<file path="src/rtl/vga_tile_writer_if.sv">
// Request and BMEM write-bus bundle for vga_tile_writer.
//   master : game-logic side; drives req_valid/req_x/req_y/req_data, observes
//            req_ready and the write bus.
//   slave  : the tile writer; consumes requests, drives req_ready and the
//            BMEM write bus (we/waddr/wdata).
interface vga_tile_writer_if #(
  parameter int unsigned DATA_WIDTH = 5
);
  logic                  req_valid;
  logic                  req_ready;
  logic [4:0]            req_x;
  logic [4:0]            req_y;
  logic [DATA_WIDTH-1:0] req_data;
  logic                  we;
  logic [9:0]            waddr;
  logic [DATA_WIDTH-1:0] wdata;

  modport master (
    output req_valid,
    output req_x,
    output req_y,
    output req_data,
    input  req_ready,
    input  we,
    input  waddr,
    input  wdata
  );

  modport slave (
    input  req_valid,
    input  req_x,
    input  req_y,
    input  req_data,
    output req_ready,
    output we,
    output waddr,
    output wdata
  );
endinterface

</file>
<file path="src/rtl/vga_tile_writer.sv">
// Write-side port of the tile BMEM read by the VGA scan path.
// Cell-update requests (x, y, data) are buffered in a small FIFO and written
// to BMEM address {y, x} one per cycle while write_window is high. A clear
// pulse discards queued requests and sweeps every visible cell with a fill
// value.
// Ports:
//   clk, reset     : clock, asynchronous active-high reset
//   write_window   : BMEM writes permitted (vertical blanking)
//   bus (slave)    : req_valid/req_ready/req_x/req_y/req_data in,
//                    we/waddr/wdata BMEM write bus out
//   clear          : one-cycle pulse, start full-screen clear
//   clear_data     : fill value, sampled with clear
//   busy           : FIFO non-empty or not idle
//   clear_done     : one-cycle pulse the cycle after the last clear write
//   err_oob        : one-cycle pulse when an out-of-range request is dropped
module vga_tile_writer #(
  parameter int unsigned DATA_WIDTH = 5,
  parameter int unsigned FIFO_DEPTH = 4,
  parameter int unsigned NUM_ROWS   = 24
) (
  input  logic                  clk,
  input  logic                  reset,
  input  logic                  write_window,
  vga_tile_writer_if.slave      bus,
  input  logic                  clear,
  input  logic [DATA_WIDTH-1:0] clear_data,
  output logic                  busy,
  output logic                  clear_done,
  output logic                  err_oob
);

  localparam int unsigned PtrW   = (FIFO_DEPTH > 1) ? $clog2(FIFO_DEPTH) : 1;
  localparam int unsigned EntryW = 10 + DATA_WIDTH;
  localparam logic [PtrW:0] DepthC    = (PtrW + 1)'(FIFO_DEPTH);
  localparam logic [5:0]    NumRowsC  = 6'(NUM_ROWS);
  localparam logic [9:0]    ClearLast = 10'(NUM_ROWS * 32 - 1);

  typedef enum logic [1:0] {StIdle, StDrain, StClear} state_e;

  state_e state_q, state_d;

  // FIFO storage: entry = {y, x, data}
  logic [EntryW-1:0] mem_q [FIFO_DEPTH];
  logic [PtrW-1:0]   wr_ptr_q, rd_ptr_q;
  logic [PtrW:0]     count_q, count_d;

  logic [9:0]            cnt_q, cnt_d;
  logic [DATA_WIDTH-1:0] fill_q, fill_d;

  logic                  we_q, we_d;
  logic [9:0]            waddr_q, waddr_d;
  logic [DATA_WIDTH-1:0] wdata_q, wdata_d;
  logic                  clear_last_q, clear_last_d;
  logic                  clear_done_q;
  logic                  err_oob_q;

  logic fifo_full, fifo_empty;
  logic req_ready, accept, req_oob, push, pop, flush;

  logic [EntryW-1:0] head;

  assign fifo_full  = (count_q == DepthC);
  assign fifo_empty = (count_q == '0);

  assign req_ready = ~fifo_full & (state_q != StClear) & ~clear;
  assign accept    = bus.req_valid & req_ready;
  assign req_oob   = ({1'b0, bus.req_y} >= NumRowsC);
  // Out-of-range requests complete the handshake but never reach the FIFO.
  assign push      = accept & ~req_oob;

  assign head = mem_q[rd_ptr_q];

  always_comb begin
    state_d      = state_q;
    pop          = 1'b0;
    flush        = 1'b0;
    cnt_d        = cnt_q;
    fill_d       = fill_q;
    we_d         = 1'b0;
    waddr_d      = waddr_q;
    wdata_d      = wdata_q;
    clear_last_d = 1'b0;
    unique case (state_q)
      StIdle: begin
        if (clear) begin
          state_d = StClear;
          flush   = 1'b1;
          cnt_d   = '0;
          fill_d  = clear_data;
        end else if (!fifo_empty) begin
          state_d = StDrain;
        end
      end
      StDrain: begin
        // A clear preempts draining; pending entries are dropped unwritten.
        if (clear) begin
          state_d = StClear;
          flush   = 1'b1;
          cnt_d   = '0;
          fill_d  = clear_data;
        end else if (fifo_empty) begin
          state_d = StIdle;
        end else if (write_window) begin
          pop     = 1'b1;
          we_d    = 1'b1;
          waddr_d = head[EntryW-1 -: 10];
          wdata_d = head[DATA_WIDTH-1:0];
        end
      end
      StClear: begin
        // clear is ignored here; the sweep only advances with the window.
        if (write_window) begin
          we_d    = 1'b1;
          waddr_d = cnt_q;
          wdata_d = fill_q;
          cnt_d   = cnt_q + 10'd1;
          if (cnt_q == ClearLast) begin
            state_d      = StIdle;
            cnt_d        = '0;
            clear_last_d = 1'b1;
          end
        end
      end
      default: state_d = StIdle;
    endcase
  end

  always_comb begin
    count_d = count_q;
    if (flush) begin
      count_d = '0;
    end else if (push && !pop) begin
      count_d = count_q + 1'b1;
    end else if (pop && !push) begin
      count_d = count_q - 1'b1;
    end
  end

  always_ff @(posedge clk) begin
    if (push) begin
      mem_q[wr_ptr_q] <= {bus.req_y, bus.req_x, bus.req_data};
    end
  end

  always_ff @(posedge clk or posedge reset) begin
    if (reset) begin
      state_q      <= StIdle;
      wr_ptr_q     <= '0;
      rd_ptr_q     <= '0;
      count_q      <= '0;
      cnt_q        <= '0;
      fill_q       <= '0;
      we_q         <= 1'b0;
      waddr_q      <= '0;
      wdata_q      <= '0;
      clear_last_q <= 1'b0;
      clear_done_q <= 1'b0;
      err_oob_q    <= 1'b0;
    end else begin
      state_q      <= state_d;
      count_q      <= count_d;
      cnt_q        <= cnt_d;
      fill_q       <= fill_d;
      we_q         <= we_d;
      waddr_q      <= waddr_d;
      wdata_q      <= wdata_d;
      clear_last_q <= clear_last_d;
      clear_done_q <= clear_last_q;
      err_oob_q    <= accept & req_oob;
      if (flush) begin
        wr_ptr_q <= '0;
        rd_ptr_q <= '0;
      end else begin
        if (push) wr_ptr_q <= wr_ptr_q + 1'b1;
        if (pop)  rd_ptr_q <= rd_ptr_q + 1'b1;
      end
    end
  end

  assign bus.req_ready = req_ready;
  assign bus.we        = we_q;
  assign bus.waddr     = waddr_q;
  assign bus.wdata     = wdata_q;
  assign busy          = (state_q != StIdle) | ~fifo_empty;
  assign clear_done    = clear_done_q;
  assign err_oob       = err_oob_q;

endmodule

</file>
<file path="src/flat_wrapper.sv">
// flat-port wrapper written by rule: the top's interface ports become plain ports
module vga_tile_writer_flat 
#(
  parameter int unsigned DATA_WIDTH = 5,
  parameter int unsigned FIFO_DEPTH = 4,
  parameter int unsigned NUM_ROWS   = 24
)
  (clk, reset, write_window, clear, clear_data, busy, clear_done, err_oob, bus_req_valid, bus_req_x, bus_req_y, bus_req_data, bus_req_ready, bus_we, bus_waddr, bus_wdata);
  vga_tile_writer_if #(.DATA_WIDTH(DATA_WIDTH)) bus_i ();
  input  logic clk;
  input  logic reset;
  input  logic write_window;
  input  logic clear;
  input  logic [DATA_WIDTH-1:0] clear_data;
  output logic busy;
  output logic clear_done;
  output logic err_oob;
  input wire logic [$bits(bus_i.req_valid)-1:0] bus_req_valid;
  input wire logic [$bits(bus_i.req_x)-1:0] bus_req_x;
  input wire logic [$bits(bus_i.req_y)-1:0] bus_req_y;
  input wire logic [$bits(bus_i.req_data)-1:0] bus_req_data;
  output wire logic [$bits(bus_i.req_ready)-1:0] bus_req_ready;
  output wire logic [$bits(bus_i.we)-1:0] bus_we;
  output wire logic [$bits(bus_i.waddr)-1:0] bus_waddr;
  output wire logic [$bits(bus_i.wdata)-1:0] bus_wdata;
  assign bus_i.req_valid = bus_req_valid;
  assign bus_i.req_x = bus_req_x;
  assign bus_i.req_y = bus_req_y;
  assign bus_i.req_data = bus_req_data;
  assign bus_req_ready = bus_i.req_ready;
  assign bus_we = bus_i.we;
  assign bus_waddr = bus_i.waddr;
  assign bus_wdata = bus_i.wdata;
  vga_tile_writer #(.DATA_WIDTH(DATA_WIDTH), .FIFO_DEPTH(FIFO_DEPTH), .NUM_ROWS(NUM_ROWS)) u_core (.clk(clk), .reset(reset), .write_window(write_window), .bus(bus_i), .clear(clear), .clear_data(clear_data), .busy(busy), .clear_done(clear_done), .err_oob(err_oob));
endmodule
</file>
<file path="config.mk">
export PLATFORM = sky130hd
export DESIGN_NAME = vga_tile_writer_flat
export DESIGN_NICKNAME = d
export VERILOG_FILES = /design/src/rtl/vga_tile_writer_if.sv /design/src/rtl/vga_tile_writer.sv /design/src/flat_wrapper.sv
export SDC_FILE = /design/constraint.sdc
export NUM_CORES = 1
export LEC_CHECK = 0
export ABC_AREA = 1
export CORE_MARGIN = 2
export CORE_UTILIZATION = 51
export CTS_CLUSTER_DIAMETER = 40
export DETAILED_ROUTE_END_ITERATION = 10
export GPL_TIMING_DRIVEN = 0
export MAX_ROUTING_LAYER = met4
export PLACE_DENSITY = 0.73
export RECOVER_POWER = 50
export SKIP_LAST_GASP = 1
export SYNTH_ARGS = -nofsm -noshare
export SYNTH_HDL_FRONTEND = slang
export SYNTH_SLANG_ARGS = --single-unit
</file>
<file path="constraint.sdc">
create_clock -name clk -period 2.3 [get_ports clk]
set_input_delay 0.23 -clock clk [delete_from_list [all_inputs] [get_ports clk]]
set_output_delay 0.23 -clock clk [all_outputs]
set_load 0.005 [all_outputs]
</file>
==> results of run 1 <==
cell families after synthesis:
family                     after synthesis  share of synthesized area
DFF                                    103                     0.6242
buffers and inverters                   59                    0.05590
adders and majority gates               10                    0.02877
and+or+nand+nor                        258                     0.2418
xor gates and xnor gates                 1                   0.001900
AOI/OAI and AO/OA                       39                    0.04749
cells in the mapped netlist:
cell,number,area share
ha_1,9,0.024
buf_2,9,0.0098
o31ai_1,1,0.0016
nor2_4,3,0.0073
o21ai_2,2,0.0038
xor2_1,1,0.0019
nand3_2,1,0.0022
edfxtp_1,60,0.39
buf_6,2,0.0049
a21boi_0,1,0.0016
a21oi_1,3,0.0033
fa_1,1,0.0043
inv_1,40,0.033
o21ai_0,30,0.033
inv_2,3,0.0024
nor3_1,2,0.0022
o22ai_1,1,0.0014
clkbuf_8,1,0.0030
nand3_1,57,0.062
nand4_1,10,0.014
o21a_4,1,0.0033
dfrtp_1,43,0.23
nand2_2,1,0.0014
nand3b_4,1,0.0043
clkbuf_1,4,0.0033
nand2_1,154,0.13
nor2_1,29,0.024
power breakdown:
part	internal [mW]	switching (mW)	total, mW	leakage [nW]
Clock	0.429	0.693	1.12	0.0979
Sequential	2.27	0.140	2.41	1.11
Combinational	0.866	1.36	2.23	1.14
Total	3.57	2.19	5.76	2.35
timing repair:
action                     in CTS  in global routing
hold endpoints to repair        0                  0
cloned                          0                  0
setup endpoints to repair      47                 37
resized for setup               4                  6
pin swaps                       2                  1
hold buffers                    0                  0
buffers inserted                3                  1
per-layer routing:
metal / vias to the layer above / global-route usage / part of all wire
met4: 0 / 0.08535 / 0.018
met5: - / - / 0
met2: 105 / 0.3347 / 0.49
met3: 16 / 0.04894 / 0.057
met1: 1623 / 0.2645 / 0.44
li1: 1679 / - / -
per-stage QoR:
| step | util | hold WS (ns) | area [um^2] | setup TNS [ns] | std cells |
|---|---|---|---|---|---|
| 2_1_floorplan | - | 0.3289 | 4611 | 0 | 470 |
| 3_3_place_gp | 0.5918 | 0.3334 | 5186 | -25.08 | 622 |
| 3_5_place_dp | 0.5975 | 0.3378 | 5236 | -15.54 | 625 |
| 4_1_cts | 0.6236 | 0.1928 | 5465 | 0 | 644 |
| 5_1_grt | 0.6244 | 0.3837 | 5472 | 0 | 645 |
| 6_report | 0.6244 | 0.3595 | 5472 | 0 | 645 |
how the worst max path moves through the flow:
| stage | slack [ns] | start | to | cells after the start |
|---|---|---|---|---|
| finish | 0.11 | u_core.state_q[0] | u_core.count_q[2] | 13 |
| global route | 0.0001 | u_core.state_q[0] | u_core.count_q[2] | 13 |
| CTS | 0.01 | u_core.state_q[0] | u_core.count_q[2] | 13 |
| detailed placement | -0.48 | u_core.state_q[0] | u_core.mem_q[1][3] | 6 |
| global placement | -0.44 | u_core.state_q[0] | u_core.mem_q[3][5] | 6 |
| floorplan | 0.10 | u_core.state_q[0] | u_core.count_q[2] | 12 |
layout make-up:
| class | instances | area [um^2] |
|---|---|---|
| timing repair buffer | 51 | 509.2 |
| fill | 740 | 3292 |
| buffer | 16 | 96.34 |
| inverter | 43 | 161.4 |
| clock inverter | 7 | 77.57 |
| sequential | 103 | 2878 |
| multi-input combinational | 308 | 1490 |
| tap | 108 | 135.1 |
| clock buffer | 9 | 123.9 |
critical path, cell delays in order, from the launching register on:
cell and delay (ns):
dfrtp_1 0.39, inv_1 0.08, ha_2 0.19, buf_6 0.10, nor2_1 0.04, nand4_1 0.09
buf_6 0.14, inv_2 0.05, ha_1 0.23, fa_2 0.35, a21oi_1 0.14, o21ai_1 0.10
o21ai_1 0.14, a21oi_1 0.05
sequential cells by signal, indices dropped and copies added (netlist names), 2 cells and up:
register and count:
u_core.cnt_q 10, u_core.mem_q 60, u_core.bus.waddr 10, u_core.fill_q 5, u_core.bus.wdata 5, u_core.rd_ptr_q 2, u_core.count_q 3, u_core.wr_ptr_q 2
u_core.state_q 2
layout by cell type, fill, tap and decap left out, drive strengths merged, types with 2 or more instances in the layout:
master	instances
nand2	155
edfxtp	60
nand3	58
inv	46
dfrtp	43
o21ai	32
nor2	32
clkdlybuf4s50	28
buf	17
dlygate4sd3	16
clkbuf	14
nand4	10
ha	9
a21oi	3
clkinv	3
nor3	2
==> metrics.md, run 1 <==
| Metric | Value |
|---|---|
| Hold path cells | 0 |
| Hpwl dp | 6834 um |
| Synth warn | 0 |
| Crit start category | flip-flop |
| Post-synthesis cell count | 470 |
| FF+latch count, synth | 103 |
| DRT Wirelength | 9673 um |
| Slew Limit Fails | 0 |
| Syn-to-layout area delta | 18.67% |
| DIE HEIGHT | 99.08 um |
| Core area | 0.008763 mm^2 |
| Via count | 3423 |
| R2R depth | 13 |
| H-tree depth | 3 |
| FMAX | 457.6 MHz |
| Starting Density | 0.5261 |
| Clock sinks | 103 |
| Largest net degree at the start of global routing | 23 |
| Post-Syn Area | 0.004611 mm^2 |
| Tmin final | 2.185 ns |
| Hold_sp | u_core.clear_last_q |
| R2R Setup Slk | 0.11 ns |
| Avg Vias per Cell | 5.307 |
| Worst clock skew | 0.01252 ns |
| Final Cycle Share | 0.9502 |
| Worst setup path category | reg -> reg |
| Syn_area_per_cell | 9.810 um^2 |
| CTS buffer count | 9 |
| Die width | 99.08 um |
| Min-delay worst type | reg -> reg |
| Remaining DRCs | 0 |
| Peak supply drop | 0.0004668 V |
| Share of cells above drive strength 1 | 0.09870 |
| Clk Latency, worst-skew pair | 0.38 ns |
| Reg clk slew, reported paths | 0.11 ns |
| GRT Total Usage | 0.2114 |
| Routability cong. | 0.8211 |
| Total Power | 5.762 mW |
| Detailed-router iteration count before antenna repair | 5 |
| Setup violations, final | 0 |
| Final nets | 567 |
| Site row count | 34 |
| Rel. slew slack | 0.3121 |
| Endpoint, Worst Hold | u_core.clear_done |
| Worst path required time | 2.56 ns |
| Iter 0 DRT Violations | 257 |
| Worst slew pin tran | 1.032 ns |
| Final hold vios | 0 |
| Clk buf depth | 2 |
| Antenna viol nets, final | 0 |
| R2R Path Start | u_core.state_q[0] |
| Max_cap viols | 0 |
| Post-placement worst setup slack | -0.4817 ns |
| Initial antenna violation count | 0 |
| Clock root cell | clkbuf_8 |
| Total grt overflow | 0 |
| Pwr dens | 1053 mW/mm^2 |
| CP arrival | 2.45 ns |
| Final worst setup slack | 0.1146 ns |
| RSZ-0062 raised after global routing | false |
| Synthesized Nets | 505 |
| Die area | 0.009817 mm^2 |
| Avg WL per Cell | 15.00 um |
| Leak | 2.346 nW |
| Worst setup EP type | flip-flop |
| Status | completed |
| Vias in the first global route | 3156 |
| Post-synth cell types | 27 |
| Ant. Diodes | 0 |
| Worst R2R End | u_core.count_q[2] |
| Port Buf Inserts | 44 |
| Sequential fraction of the synthesis area | 0.6242 |
| First-pass GRT wire length | 15450 um |
| Maximum fanout along the worst path | 6 |
| I/O pin count | 45 |
| CTS tree | yes |
(Power assumes the default switching activity.)
==> inputs of run 2 (changes only) <==
- ABC_AREA: 1 -> default
- SETUP_SLACK_MARGIN: default -> 0.1
==> run 2 against run 1 <==
Effect of this change: utilization is 1.6 points higher; synthesized area down 0.46%; the flow now finishes with violations (setup timing); cell count is 21% lower.
==> metrics.md, run 2 <==
| Metric | Value |
|---|---|
| Final nets | 431 (-24%) |
| Iter 0 DRT Violations | 116 (-55%) |
| Share of flip-flops with an asynchronous set or reset | 0.4175 (unchanged) |
| Post-synth cell types | 50 (+85%) |
| Clock root cell | clkbuf_8 |
| Post-synthesis cell count | 328 (-30%) |
| Max_cap viols | 0 (unchanged) |
| CTS hold repair buffers | 0 (unchanged) |
| FMAX | 425.9 MHz (-6.9%) |
| Most frequent cells in the layout | edfxtp_1, nand2_1, dfrtp_1 |
| Failing checks | setup timing |
| RSZ-0062 raised after global routing | true |
| Rel. slew slack | 0.5065 (+0.1944) |
| Largest net degree at the start of global routing | 30 (+30%) |
| Clk Latency, worst-skew pair | 0.37 ns (about the same) |
| Clock sinks | 103 (unchanged) |
| Ant. Diodes | 0 (unchanged) |
| Synthesized Nets | 363 (-28%) |
| Final Cycle Share | 1.021 (+0.07061) |
| Peak supply drop | 0.0005987 V (+28%) |
| R2R depth | 8 (-5) |
| Reg clk slew, reported paths | 0.11 ns (about the same) |
| Worst slew pin tran | 0.7403 ns (-0.2916 ns) |
| Final hold vios | 0 (unchanged) |
| Vias in the first global route | 2896 (-8.2%) |
| CTS tree | yes |
| Worst setup EP type | flip-flop |
| Dpl cell area | 0.005221 mm^2 (-0.29%) |
| Number of flops mapped to enable cells by yosys | 60 (unchanged) |
| Final worst setup slack | -0.04785 ns (-0.1624 ns) |
| Min-delay worst type | in -> async |
| DRT Wirelength | 9430 um (-2.5%) |
| Die area | 0.009773 mm^2 (-0.44%) |
| Post-synth top cells | edfxtp_1, nand2_1, dfrtp_1 |
| Detailed-router iteration count before antenna repair | 4 (-1) |
| Commonest non-fill, non-tap cell in the layout | edfxtp_1 |
| Antenna viol nets, final | 0 (unchanged) |
| Synth area leader | edfxtp_1 |
| Final Cell Area | 0.005580 mm^2 (+2.0%) |
| Largest cells by area after synthesis | edfxtp_1, dfrtp_1, mux4_2 |
| FF+latch count, synth | 103 (unchanged) |
| Worst path required time | 2.61 ns (+0.05 ns) |
| Via count | 2897 (-15%) |
| Crit start category | flip-flop |
| Total grt overflow | 0 (unchanged) |
| Avg WL per Cell | 18.53 um (+24%) |
| Post-Syn Area | 0.004589 mm^2 (-0.46%) |
| Port Buf Inserts | 44 (unchanged) |
| Post-placement worst setup slack | -0.2669 ns (+0.2148 ns) |
| Starting Density | 0.5263 (about the same) |
| Tmin final | 2.348 ns (+0.1624 ns) |
| H-tree depth | 3 (unchanged) |
| GRT Total Usage | 0.2086 (-0.002804) |
| I/O pin count | 45 (unchanged) |
| Syn-to-layout area delta | 21.59% |
| Remaining DRCs | 0 (unchanged) |
| Hpwl dp | 6175 um (-9.6%) |
| Site row count | 34 (unchanged) |
| Cells after DPL | 481 (-23%) |
| Setup violations, final | 1 (+1) |
| Fin cells | 509 (-21%) |
| DIE HEIGHT | 98.86 um (-0.22%) |
| Status | finished with violations |
| Sequential fraction of the synthesis area | 0.6270 (+0.002893) |
| Setup TNS Final | -0.04785 ns (-0.04785 ns) |
| Pwr dens | 1096 mW/mm^2 (+4.0%) |
| Synth top area share | 0.3926 (+0.001811) |
| Max reg flops | 60 (unchanged) |
| Die width | 98.86 um (-0.22%) |
| Core area | 0.008721 mm^2 (-0.49%) |
| CP arrival | 2.65 ns (+0.20 ns) |
| Maximum fanout along the worst path | 9 (+3) |
| Worst clock skew | 0.01474 ns (+0.002219 ns) |
| First-pass GRT wire length | 15210 um (-1.5%) |
| Clk buf depth | 2 (unchanged) |
| Share of cells above drive strength 1 | 0.2319 (+0.1332) |
| Routability cong. | 0.8528 (+3.9%) |
| Final core utilization | 0.6399 (+0.01553) |
| Avg Vias per Cell | 5.692 (+7.2%) |
| Synth warn | 0 (unchanged) |
| Slew Limit Fails | 0 (unchanged) |
| Primary FF master, synth | edfxtp_1 |
| Leak | 2.050 nW (-13%) |
| CTS buffer count | 9 (unchanged) |
| Worst setup path category | reg -> reg |
| Syn_area_per_cell | 13.99 um^2 (+43%) |
| Initial antenna violation count | 0 (unchanged) |
| Most flops, register | u_core.mem_q |
run 2: changes by cell type after synthesis, moves of 10 or more:
cell     change
a21oi_1     +19
o21ai_0     -21
inv_1       -30
nand3_1     -51
nand2_1     -94
mux4_2      +15
a31oi_4     +10
nor2_1      -18
run 2: power by group:
part | internal, mW | switching, mW | total [mW]
registers | 2.29 | 0.204 | 2.50
clock network | 0.538 | 0.689 | 1.23
logic | 1.13 | 1.27 | 2.39
total | 3.96 | 2.16 | 6.11
run 2: per-stage QoR:
step	power (mW)	hold WS, ns
floorplan	3.919	0.3289
global placement	4.617	0.3332
detailed placement	4.701	0.3372
CTS	6.030	0.1363
global route	6.437	0.3704
finish	6.115	0.3366
run 2: path summary, 6_finish.rpt:
check,from,end,slack (ns)
setup / recovery,u_core.count_q[1],u_core.count_q[2],-0.05
hold / removal,reset,u_core.count_q[2],0.34
setup reg to reg,u_core.count_q[1],u_core.count_q[2],-0.05
hold reg to reg,u_core.clear_last_q,u_core.clear_done,0.36
max in group asynchronous,reset,u_core.state_q[1],0.81
min in group clk,u_core.clear_last_q,u_core.clear_done,0.36
run 2: what timing repair did:
item,in CTS,in global routing
pin swaps,0,5
endpoints found under the hold margin,0,0
buffers inserted,7,5
endpoints found under the setup margin,70,29
gates resized for setup,13,12
run 2: layer usage:
layer	global-route usage	wire length, um	up-vias
met2	0.3176	4619	85
met1	0.2872	4263	1452
li1	-	-	1352
met3	0.04610	445	8
met5	-	0	-
met4	0.05796	102	0
run 2: cell families (layout without fill, tap and decap cells):
logic type	count (synthesis)	count (layout)	synth area share
AOI/OAI and AO/OA	63	63	0.1200
buffers and inverters	28	101	0.03135
and+or+nand+nor	103	103	0.1074
muxes	16	16	0.07579
DFF	103	103	0.6270
xor gates and xnor gates	5	5	0.009542
adders and majority gates	10	10	0.02890
run 2: worst max-delay path: stages, from the launching register on:
cell and delay [ns]:
dfrtp_2 0.42, or3b_4 0.39, and4_4 0.18, buf_8 0.13, ha_4 0.15, fa_2 0.33, xnor2_1 0.14, or3_1 0.41
a21oi_2 0.13
run 2: cell type report:
type	instances	area, um^2
Fill cell	630	3141
Sequential cell	103	2883
Multi-Input combinational cell	197	1642
Timing Repair Buffer	57	535.5
Tap cell	108	135.1
Buffer	18	126.4
Clock buffer	9	123.9
Clock inverter	7	95.09
Inverter	10	40.04
==> inputs of run 3 (changes only) <==
- PLACE_DENSITY: 0.73 -> 0.8
==> run 3 against run 2 <==
Effect of this change: power grew 1.1%; the run ends with capacitance limit, slew limit, setup timing left; design area grew 0.85%; combinational power grew 6%; critical path depth is the same; largest power group is now combinational cells; sequential share of layout area shrank 0.41 points; clock-buffer cell count is the same; die area is the same; clock skew shrank 0.0060 ns; register-to-register slack lost 0.03 ns; utilization grew 0.55 points; via count grew 3.5%.
==> metrics.md, run 3 (same netlist as run 2, synthesis figures left out) <==
| Metric | Value |
|---|---|
| Core area | 0.008721 mm^2 (unchanged) |
| H-tree depth | 3 (unchanged) |
| GRT Total Usage | 0.2043 (-0.004280) |
| Remaining DRCs | 0 (unchanged) |
| Total Power | 6.183 mW (+1.1%) |
| Avg Vias per Cell | 5.823 (+2.3%) |
| Iter 0 DRT Violations | 184 (+59%) |
| Peak supply drop | 0.0004347 V (-27%) |
| CP arrival | 2.66 ns (about the same) |
| Cells after DPL | 480 (-0.21%) |
| Worst setup EP type | flip-flop |
| Status | finished with violations |
| Rel. slew slack | -0.09888 (-0.6054) |
| Final hold vios | 0 (unchanged) |
| Clock sinks | 103 (unchanged) |
| Hpwl dp | 6264 um (+1.4%) |
| Slew Limit Fails | 44 (+44) |
| Setup violations, final | 1 (unchanged) |
| Worst path required time | 2.58 ns (-0.03 ns) |
| Most frequent cells in the layout | edfxtp_1, nand2_1, dfrtp_1 |
| Final Cycle Share | 1.034 (+0.01306) |
| Clk buf depth | 2 (unchanged) |
| Leak | 2.073 nW (+1.2%) |
| Worst clock skew | 0.008692 ns (-0.006044 ns) |
| CTS buffer count | 9 (unchanged) |
| Commonest non-fill, non-tap cell in the layout | edfxtp_1 |
| Max reg flops | 60 (unchanged) |
| Share of cells above drive strength 1 | 0.2457 (+0.01378) |
| Port Buf Inserts | 44 (unchanged) |
| Most flops, register | u_core.mem_q |
| Layout fillers | 619 (-1.7%) |
| Largest net degree at the start of global routing | 44 (+47%) |
| Reg clk slew, reported paths | 0.10 ns (about the same) |
| Die width | 98.86 um (unchanged) |
| Die area | 0.009773 mm^2 (unchanged) |
| Antenna viol nets, final | 0 (unchanged) |
| DRT Wirelength | 9843 um (+4.4%) |
| Fin cells | 515 (+1.2%) |
| Clk Latency, worst-skew pair | 0.36 ns (about the same) |
| CTS hold repair buffers | 0 (unchanged) |
| Tmin final | 2.378 ns (+0.03005 ns) |
| DIE HEIGHT | 98.86 um (unchanged) |
| Vias in the first global route | 2884 (-0.41%) |
| R2R depth | 8 (unchanged) |
| Worst setup path category | reg -> reg |
| Failing checks | capacitance limit, slew limit, setup timing |
| Final worst setup slack | -0.07790 ns (-0.03005 ns) |
| Initial antenna violation count | 0 (unchanged) |
| I/O pin count | 45 (unchanged) |
| Pwr dens | 1099 mW/mm^2 (+0.26%) |
| Routability cong. | 0.8571 (+0.50%) |
| Detailed-router iteration count before antenna repair | 4 (unchanged) |
| Min-delay worst type | reg -> reg |
| First-pass GRT wire length | 14870 um (-2.3%) |
| Clock root cell | clkbuf_8 |
| Crit start category | flip-flop |
| CTS tree | yes |
| Via count | 2999 (+3.5%) |
| Avg WL per Cell | 19.11 um (+3.2%) |
| Starting Density | 0.5263 (unchanged) |
| Site row count | 34 (unchanged) |
| Syn-to-layout area delta | 22.63% |
| Final nets | 437 (+1.4%) |
| Maximum fanout along the worst path | 2 (-7) |
| Worst slew pin tran | 1.647 ns (+0.9062 ns) |
| RSZ-0062 raised after global routing | true |
| FMAX | 420.5 MHz (-1.3%) |
| Total grt overflow | 0 (unchanged) |
| Ant. Diodes | 0 (unchanged) |
| Hold path cells | 0 |
| Max_cap viols | 1 (+1) |
-- run 3: final cells by class --
| cell class | count | area, um^2 | area share |
|---|---|---|---|
| multi-input cells | 197 | 1657 | 0.2944 |
| repair buffers | 63 | 583.1 | 0.1036 |
| flip-flops and latches | 103 | 2884 | 0.5125 |
| inverters | 10 | 37.54 | 0.006670 |
| clock inverters | 7 | 78.83 | 0.01401 |
| plain buffers | 18 | 128.9 | 0.02290 |
| clock buffers | 9 | 123.9 | 0.02201 |
| well taps | 108 | 135.1 | 0.02401 |
-- run 3: metrics by stage --
| step | hold slack, ns | util | setup TNS (ns) | instance area, um^2 | worst slack [ns] |
|---|---|---|---|---|---|
| 2_1_floorplan | 0.3289 | - | 0 | 4626 | 0.08712 |
| 3_3_place_gp | 0.3345 | 0.5964 | -9.222 | 5201 | -0.2185 |
| 3_5_place_dp | 0.3469 | 0.5964 | -11.70 | 5201 | -0.2350 |
| 4_1_cts | 0.3705 | 0.6253 | -0.04278 | 5453 | -0.04278 |
| 5_1_grt | 0.3883 | 0.6453 | -0.1394 | 5628 | -0.1058 |
| 6_report | 0.3721 | 0.6453 | -0.07790 | 5628 | -0.07790 |
-- run 3: worst max-delay path, cell delays in order, from the launching register on --
cell	delay, ns
dfrtp_2	0.42
or3b_1	0.39
and4_1	0.21
buf_8	0.13
ha_4	0.15
fa_2	0.37
xnor2_2	0.15
or3_1	0.32
a21oi_1	0.15
-- run 3: final timing paths --
path	startpoint	end	slack [ns]
worst min-delay path	u_core.clear_last_q	u_core.clear_done	0.37
max in group asynchronous	reset	u_core.count_q[2]	0.41
worst max register to register	u_core.count_q[0]	u_core.count_q[2]	-0.08
worst min register to register	u_core.clear_last_q	u_core.clear_done	0.37
min in group asynchronous	reset	u_core.clear_last_q	0.81
worst max-delay path	u_core.count_q[0]	u_core.count_q[2]	-0.08
-- run 3: what timing repair did --
action	CTS	global route
pin swaps	1	8
buffers inserted	4	15
endpoints found under the setup margin	66	9
resized for setup	9	21
-- run 3: metal layers --
metal  routed length [um]  track usage
met5                    0            -
met4                  189      0.06744
met2                 4881       0.3290
met1                 4201       0.2626
met3                  571      0.04113
-- run 3: report_power, final --
| part | leakage (nW) | internal (mW) | switching, mW |
|---|---|---|---|
| clock | 0.0994 | 0.515 | 0.647 |
| combinational | 0.895 | 1.19 | 1.34 |
| sequential | 1.08 | 2.29 | 0.198 |
| total | 2.07 | 4.00 | 2.19 |
